### config.mk
export PLATFORM = sky130hd
export DESIGN_NAME = gate_identifier
export DESIGN_NICKNAME = d
export VERILOG_FILES = /design/src/rtl/gate_id_pkg.sv /design/src/rtl/gate_tt_decode.sv /design/src/rtl/gate_identifier.sv
export SDC_FILE = /design/constraint.sdc
export NUM_CORES = 1
export LEC_CHECK = 0
export ABC_AREA = 1
export BUFFER_PORTS_ARGS = -buffer_cell sky130_fd_sc_hd__buf_4
export CORE_ASPECT_RATIO = 0.9
export CORE_MARGIN = 4
export CORE_UTILIZATION = 35
export CTS_CLUSTER_SIZE = 20
export DETAILED_ROUTE_END_ITERATION = 8
export PLACE_DENSITY = 0.61
export SETUP_SLACK_MARGIN = 0.1
export SLEW_MARGIN = 0
export SYNTH_ARGS = -nofsm -noshare
export SYNTH_HDL_FRONTEND = slang
export SYNTH_HIERARCHICAL = 1
export SYNTH_SLANG_ARGS = --single-unit
### constraint.sdc
create_clock -name clk -period 1.6 [get_ports clk]
set_input_delay 0.32 -clock clk [delete_from_list [all_inputs] [get_ports clk]]
set_output_delay 0.32 -clock clk [all_outputs]
set_load 0.005 [all_outputs]
### src/rtl/gate_id_pkg.sv
// ============================================================================
// Module      : gate_id_pkg
// Description : Shared constants for the 2-input gate identifier: FSM state
//               encoding, reported gate codes and reference truth tables.
// Revision    : 1.0 - initial release
// ============================================================================
`default_nettype none

package gate_id_pkg;

    // FSM state encoding
    localparam logic [1:0] ST_IDLE    = 2'd0;
    localparam logic [1:0] ST_CAPTURE = 2'd1;
    localparam logic [1:0] ST_DECODE  = 2'd2;
    localparam logic [1:0] ST_REPORT  = 2'd3;

    // Reported gate codes
    localparam logic [2:0] GATE_UNKNOWN = 3'd0;
    localparam logic [2:0] GATE_AND     = 3'd1;
    localparam logic [2:0] GATE_OR      = 3'd2;
    localparam logic [2:0] GATE_NOT_A   = 3'd3;
    localparam logic [2:0] GATE_XOR     = 3'd4;
    localparam logic [2:0] GATE_XNOR    = 3'd5;
    localparam logic [2:0] GATE_NOR     = 3'd6;
    localparam logic [2:0] GATE_NAND    = 3'd7;

    // Reference truth tables, bit index {a,b}
    localparam logic [3:0] TT_AND   = 4'b1000;
    localparam logic [3:0] TT_OR    = 4'b1110;
    localparam logic [3:0] TT_NOT_A = 4'b0011;
    localparam logic [3:0] TT_XOR   = 4'b0110;
    localparam logic [3:0] TT_XNOR  = 4'b1001;
    localparam logic [3:0] TT_NOR   = 4'b0001;
    localparam logic [3:0] TT_NAND  = 4'b0111;

endpackage

`default_nettype wire

### src/rtl/gate_tt_decode.sv
// ============================================================================
// Module      : gate_tt_decode
// Description : Combinational mapping of a captured 4-row truth table to a
//               gate code. Incomplete or conflicting tables decode to UNKNOWN.
// Revision    : 1.0 - initial release
// ============================================================================
`default_nettype none

module gate_tt_decode
    import gate_id_pkg::*;
(
    input  logic [3:0] tt_i,
    input  logic [3:0] seen_i,
    input  logic       conflict_i,
    output logic [2:0] code_o
);

    // Only a complete, consistent table can name a gate
    always_comb begin
        code_o = GATE_UNKNOWN;
        if ((seen_i == 4'hF) && !conflict_i) begin
            case (tt_i)
                TT_AND:   code_o = GATE_AND;
                TT_OR:    code_o = GATE_OR;
                TT_NOT_A: code_o = GATE_NOT_A;
                TT_XOR:   code_o = GATE_XOR;
                TT_XNOR:  code_o = GATE_XNOR;
                TT_NOR:   code_o = GATE_NOR;
                TT_NAND:  code_o = GATE_NAND;
                default:  code_o = GATE_UNKNOWN;
            endcase
        end
    end

endmodule

`default_nettype wire

### src/rtl/gate_identifier.sv
// ============================================================================
// Module      : gate_identifier
// Description : Captures (a, b, y) samples over a valid/ready handshake,
//               builds the truth table of an observed 2-input gate and
//               reports its identity with a one-cycle done pulse.
// Revision    : 1.0 - initial release
// ============================================================================
`default_nettype none

module gate_identifier
    import gate_id_pkg::*;
#(
    parameter int TIMEOUT = 16
) (
    input  logic       clk,
    input  logic       rst,
    input  logic       start,
    input  logic       s_valid,
    output logic       s_ready,
    input  logic       s_a,
    input  logic       s_b,
    input  logic       s_y,
    output logic       busy,
    output logic       done,
    output logic [2:0] gate_code,
    output logic       conflict,
    output logic [3:0] seen
);

    // Counter must be able to hold the value TIMEOUT itself
    localparam int               CNT_W    = $clog2(TIMEOUT + 1);
    localparam logic [CNT_W-1:0] TO_LIMIT = CNT_W'(TIMEOUT);

    logic [1:0]       state_q, state_d;
    logic [3:0]       tt_q, tt_d;
    logic [3:0]       seen_q, seen_d;
    logic             conflict_q, conflict_d;
    logic [CNT_W-1:0] cnt_q, cnt_d;
    logic [2:0]       code_q, code_d;
    logic             ready_q;

    logic             w_accept;
    logic [1:0]       w_idx;
    logic [2:0]       w_code;

    assign w_accept = s_valid & ready_q;
    assign w_idx    = {s_a, s_b};

    // Decoder sees the fully registered table while in DECODE
    gate_tt_decode u_decode (
        .tt_i       (tt_q),
        .seen_i     (seen_q),
        .conflict_i (conflict_q),
        .code_o     (w_code)
    );

    // Next-state logic: capture, timeout and decode sequencing
    always_comb begin
        state_d    = state_q;
        tt_d       = tt_q;
        seen_d     = seen_q;
        conflict_d = conflict_q;
        cnt_d      = cnt_q;
        code_d     = code_q;
        case (state_q)
            ST_IDLE: begin
                if (start) begin
                    tt_d       = 4'b0000;
                    seen_d     = 4'b0000;
                    conflict_d = 1'b0;
                    cnt_d      = '0;
                    state_d    = ST_CAPTURE;
                end
            end
            ST_CAPTURE: begin
                if (w_accept) begin
                    // First observation of a row is kept; repeats only check it
                    if (!seen_q[w_idx]) begin
                        tt_d[w_idx]   = s_y;
                        seen_d[w_idx] = 1'b1;
                    end else if (tt_q[w_idx] != s_y) begin
                        conflict_d = 1'b1;
                    end
                    cnt_d = '0;
                    if (seen_d == 4'hF) begin
                        state_d = ST_DECODE;
                    end
                end else begin
                    cnt_d = cnt_q + 1'b1;
                    if (cnt_d == TO_LIMIT) begin
                        state_d = ST_DECODE;
                    end
                end
            end
            ST_DECODE: begin
                code_d  = w_code;
                state_d = ST_REPORT;
            end
            ST_REPORT: begin
                state_d = ST_IDLE;
            end
            default: begin
                state_d = ST_IDLE;
            end
        endcase
    end

    // State and datapath registers with asynchronous clear
    always_ff @(posedge clk or posedge rst) begin
        if (rst) begin
            state_q    <= ST_IDLE;
            tt_q       <= 4'b0000;
            seen_q     <= 4'b0000;
            conflict_q <= 1'b0;
            cnt_q      <= '0;
            code_q     <= GATE_UNKNOWN;
            ready_q    <= 1'b0;
        end else begin
            state_q    <= state_d;
            tt_q       <= tt_d;
            seen_q     <= seen_d;
            conflict_q <= conflict_d;
            cnt_q      <= cnt_d;
            code_q     <= code_d;
            ready_q    <= (state_d == ST_CAPTURE);
        end
    end

    assign s_ready   = ready_q;
    assign busy      = (state_q != ST_IDLE);
    assign done      = (state_q == ST_REPORT);
    assign gate_code = code_q;
    assign conflict  = conflict_q;
    assign seen      = seen_q;

endmodule

`default_nettype wire
==> results of run 1 <==
==> state kept, by name, summed over array words and instances, names as in the netlist <==
name	count
state_q	2
tt_q	4
s_ready	1
gate_code	3
cnt_q	5
seen	4
conflict	1
==> through the flow <==
stage                     util [%]  setup WS, ps  cells  instance area [µm²]  hold WS [ps]
final                         45.7           198    230                 1460          86.0
after global routing          45.7          98.3    230                 1460           108
after CTS                     45.0           103    229                 1430          93.5
after detailed placement      43.7           123    226                 1390           376
after global placement        43.7           150    226                 1390           367
after floorplan                  -           257    167                 1210           284
==> routing by layer <==
metal / routed length [µm] / vias up / share of wire (%) / GRT usage [%]
met5: 0 / - / 0 / 0
met4: 59 / 0 / 2.2 / 5.74
met3: 172 / 7 / 6.3 / 2.51
met2: 1200 / 33 / 44 / 20.4
met1: 1290 / 518 / 48 / 18.3
li1: - / 570 / - / -
==> final timing paths <==
check / end / slack [ps]
max reg2reg: tt_q[1] / 220
max in group asynchronous: state_q[0] / 1280
min in group clk: tt_q[0] / 360
min: conflict / 90
max: busy / 200
min reg2reg: gate_code[0] / 510
==> logic make-up after synthesis <==
logic type / after synthesis
AO/OA/AOI/OAI: 17
XOR/XNOR: 1
adder cells (fa/ha/maj): 1
buffers and inverters: 29
flip-flops: 20
multiplexers: 3
AND/OR/NAND/NOR: 96
==> cells in the mapped netlist (3+ instances only) <==
master   count
nand2_1     50
inv_1       26
dfrtp_1     20
nor2_1      19
nand3_1     10
nand4_1      6
o21ai_0      6
nand2_4      5
a21oi_1      4
o21ai_1      4
mux2_2       3
nor2_2       3
==> power breakdown <==
part	total [µW]	internal, µW	switching [µW]	leakage, µW
registers	863	656	207	0.000253
clock network	331	168	164	0.0000216
logic	928	389	538	0.000491
==> worst max-delay path, cell delays in order (launching register included) <==
cell,delay [ps]
dfrtp_2,460
nor2_4,140
inv_1,80
buf_4,140
==> final cells by class <==
cell class,count,area (µm²)
fillers,322,1730
multi-input cells,118,608
flip-flops and latches,20,503
repair buffers,19,143
inverters,28,108
well taps,42,52.6
clock buffers,3,41.3
==> timing repair <==
item | CTS | global route
resized for setup | 0 | 6
hold buffers | 0 | 0
setup buffers | 0 | 1
setup endpoints to repair | 0 | 8
endpoints found under the hold margin | 0 | 0
==> flow_summary_export.csv, run 1 <==
group,metric,value,unit
outcome,status,"complete, no violations",
synth,synth_ff_type,"dfrtp_1",
clocking,cts_made_buffers,3,
final_layout,drive_gt1_share,21.8,%
pwr,power,2120,µW
final_layout,syn2layout_area_growth,20.4,%
floorplan,rows,19,
clocking,h-tree-depth,1,
worst_setup_path,path_class,"reg2out",
placed_design,numPortBuffers,17,
routing,drtIter0Drc,42,
job,maxCapViolCount,0,
worst_setup_path,r2r_cells,10,
synth,synth-edff-count,0,
routing,wl,2.72,mm
worst_setup_path,regToRegStartpoint,"state_q[0]",
timing,fin_skew,2.54,ps
worst_setup_path,crit_path_end_kind,"output port",
global_route,grt_pass1_wl,4.82,mm
synth,synth_top_family_by_area,"simple AND/OR/NAND/NOR gates",
timing,clock.fmax,713,MHz
final_layout,final_nets,198,
routing,ant_nets,0,
global_route,grt_pass1_vias,1097,
timing,post-route-period-util,87.6,%
synth,yosys-top-cells-area,"dfrtp_1 41%, nand2_1 16%, inv_1 8.1%, nor2_1 5.9%, nand2_4 4.7%",
final_layout,layout_common_cells,"50 x nand2_1, 25 x inv_1, 19 x nor2_1, 19 x buf_4, 18 x dfrtp_1",
floorplan,die_w,69.9,µm
routing,dr.pass1.iters,4,
synth,synth.distinct_cells,23,
worst_setup_path,arrival,1080,ps
clocking,clk_pin_slew,70,ps
synth,avgSynthCellArea,7.24,µm²
floorplan,io_pins,18,
synth,synthArstFlopShare,100,%
routing,drc_errors,0,
floorplan,dieArea,0.00446,mm²
synth,synth_warnings,6,
pwr,leakage,0.000766,µW
floorplan,start_util,37.9,%
final_layout,num_antenna_cells,0,
routing,avgViaCountPerCell,4.90,
placed_design,place_hpwl,2.09,mm
clocking,clockBufferDepth,2,
synth,synthMuxAreaShare,2.80,%
hold_path,hp-class,"in2async",
clocking,tritoncts,"done",
clocking,cts_num_sinks,20,
synth,synth_compound_area_share,7.76,%
timing,slew_headroom,78.2,%
synth,synth_top_area_share,41.4,%
pwr,powerDensity,1460,mW/mm²
timing,hold_viol,0,
synth,yosysTopAreaCell,"dfrtp_1",
timing,finalCriticalPeriod,1400,ps
global_route,grt_max_degree,21,
synth,synthSimpleGateAreaFrac,37.0,%
timing,fin_tns_setup,0,ps
synth,synth_xor_area_share,0.725,%
global_route,grt_usage,13.3,%
synth,synthesis.area,0.00121,mm²
routing,num_vias,1128,
floorplan,core,0.00319,mm²
global_route,antenna_found_initial,0,
routing,wire_per_inst,11.8,µm
clocking,clock_latency,260,ps
synth,ys_seq_elements,20,
clocking,root_buffer,"clkbuf_8",
timing,worstMarginPinSlew,326,ps
timing,rsz0062_at_grt,"no",
timing,setup_violations,0,
timing,slew_viol_final,0,
pwr,max-vdd-ir-drop,0.000638,V
worst_setup_path,cp-startpoint,"state_q[0]",
floorplan,die_h,63.8,µm
synth,synthesis.nets,175,
synth,ys_seq_area_share,41.4,%
worst_setup_path,critPathMaxFanout,5,
final_layout,layout_commonest_cell,"nand2_1",
synth,synth_cells,167,
global_route,grt_overflow,0,
worst_setup_path,required,1280,ps
worst_setup_path,critPathLaunchType,"flip-flop",
placed_design,gp_congestion,0.890,
synth,synthAdderAreaFrac,1.04,%
(Power assumes the default switching activity.)
==> run 2: changes to the inputs <==
- CORE_UTILIZATION: 35 -> 46
- PLACE_DENSITY: 0.61 -> 0.75
==> run 2 against run 1 <==
Worst hold slack worse by 53 ps. Clock skew rose by 0.73 ps. Sequential power decreased by 2%. Utilization rose by 12 points. First-iteration DRC count grew 31%. Design area fell by 1.1%. Wire length up 1.4%. Largest power group unchanged.
==> flow_summary_export.csv, run 2 (synthesized netlist as in run 1, its figures left out) <==
group,metric,value,unit
worst_setup_path,path_class,"reg2out",
hold_path,hp-class,"in2async",
clocking,clock_latency,290,ps
worst_setup_path,crit_path_end_kind,"output port",
floorplan,dieArea,0.00351,mm²
placed_design,numPortBuffers,17,
timing,worstMarginPinSlew,287,ps
floorplan,start_util,48.6,%
clocking,cts_num_sinks,20,
timing,fin_ws,159,ps
worst_setup_path,cp.depth,3,
clocking,clk_pin_slew,110,ps
floorplan,rows,17,
global_route,grt_max_degree,21,
pwr,p_sw,910,µW
routing,num_vias,1141,
final_layout,syn2layout_area_growth,19.0,%
final_layout,largest_reg_flops,5,
timing,clock.fmax,694,MHz
floorplan,core,0.00249,mm²
clocking,root_buffer,"clkbuf_4",
worst_setup_path,required,1280,ps
placed_design,dp.cells,212,
timing,post-route-period-util,90.1,%
clocking,tritoncts,"done",
clocking,clockBufferDepth,2,
global_route,grt_overflow,0,
pwr,internal_power,1170,µW
timing,fin_tns_setup,0,ps
worst_setup_path,max_stage_delay,470,ps
pwr,clockPowerShare,11.3,%
pwr,leakage,0.000771,µW
floorplan,die_h,56.6,µm
worst_setup_path,critPathLaunchType,"flip-flop",
global_route,antenna_found_initial,0,
outcome,status,"complete, no violations",
global_route,grt_usage,16.8,%
global_route,grt_pass1_wl,4.56,mm
placed_design,gp_congestion,0.907,
clocking,h-tree-depth,1,
routing,wire_per_inst,12.6,µm
job,maxCapViolCount,0,
timing,slew_viol_final,0,
worst_setup_path,critPathSlowestCell,"dfrtp_2",
routing,drtIter0Drc,55,
final_layout,num_antenna_cells,0,
pwr,sequentialPowerShare,40.8,%
routing,avgViaCountPerCell,5.21,
pwr,powerDensity,1450,mW/mm²
pwr,comb_power_share,47.9,%
placed_design,placed_area,0.00137,mm²
worst_setup_path,crit_family,"flip-flops",
timing,fin_skew,3.27,ps
final_layout,layout_common_cells,"50 x nand2_1, 25 x inv_1, 22 x buf_4, 18 x nor2_1, 18 x dfrtp_1",
timing,finalCriticalPeriod,1440,ps
worst_setup_path,arrival,1120,ps
final_layout,fin_area,0.00144,mm²
final_layout,finish.utilization,57.8,%
pwr,swShare,43.7,%
timing,setup_violations,0,
final_layout,top_register,"cnt_q",
worst_setup_path,path_buf_inv,2,
routing,ant_nets,0,
clocking,cts_made_buffers,3,
floorplan,io_pins,18,
worst_setup_path,path_cells,"nor2_4, inv_1, buf_4",
worst_setup_path,r2r_cells,10,
placed_design,dp_slack,97.5,ps
routing,dr.pass1.iters,5,
floorplan,die_w,62.0,µm
timing,hold_viol,0,
timing,rsz0062_at_grt,"yes",
final_layout,drive_gt1_share,23.6,%
global_route,grt_pass1_vias,1045,
placed_design,place_hpwl,2.14,mm
routing,wl,2.76,mm
final_layout,final_nets,201,
clocking,cts_hold_buf,0,
final_layout,fin_cells,219,
routing,drc_errors,0,
final_layout,layout_commonest_cell,"nand2_1",
worst_setup_path,critPathMaxFanout,5,
pwr,max-vdd-ir-drop,0.000823,V
timing,slew_headroom,80.9,%
-- run 2: changes by cell type in the layout (fill, tap and decap cells not counted) --
cell      before  now
nand2_2        0    1
clkbuf_4       0    3
nand2_4        6    5
clkbuf_8       3    0
nor2_2         2    3
buf_4         19   22
nor2_1        19   18
-- run 2: final cells by class --
type,instances,area [µm²]
fill,225,1050
multi-input combinational,118,606
inverter,28,108
sequential,20,503
timing repair buffer,22,165
clock buffer,3,22.5
tap,28,35.0
-- run 2: repair_timing --
item	4_1_cts	5_1_grt
pin swaps	0	2
setup buffers	0	4
setup endpoints to repair	6	8
hold endpoints to repair	0	0
resized for setup	1	5
-- run 2: path summary, 6_finish.rpt --
kind | start | slack [ps] | endpoint
worst max-delay path | state_q[0] | 160 | busy
worst min-delay path | rst | 30 | gate_code[0]
worst max register to register | state_q[0] | 180 | tt_q[1]
worst min register to register | gate_code[0] | 520 | gate_code[0]
max in group asynchronous | rst | 1340 | state_q[1]
min in group clk | s_y | 310 | tt_q[2]
-- run 2: power groups by stage --
| stage | registers [µW] | clock network [µW] | logic [µW] |
|---|---|---|---|
| after floorplan | 809 | 0 | 644 |
| after global placement | 850 | 0 | 870 |
| after detailed placement | 855 | 0 | 913 |
| after CTS | 849 | 240 | 918 |
| after global routing | 872 | 266 | 1110 |
| final | 849 | 235 | 998 |
-- run 2: layer usage --
layer / wire [µm] / global-route usage [%] / up-vias
met5: 0 / 0 / -
met4: 29 / 2.73 / 0
met3: 120 / 2.76 / 6
met2: 1330 / 25.7 / 29
met1: 1270 / 25.0 / 530
li1: - / - / 576
-- run 2: metrics by stage --
| stage | total power, µW | hold WS (ps) |
|---|---|---|
| after floorplan | 1450 | 284 |
| after global placement | 1720 | 362 |
| after detailed placement | 1770 | 372 |
| after CTS | 2010 | 47.4 |
| after global routing | 2250 | 69.2 |
| final | 2080 | 33.0 |
-- run 2: worst min-delay path, delay by kind of cell --
family   cells  cell delay (ps)
buf+inv      3              400
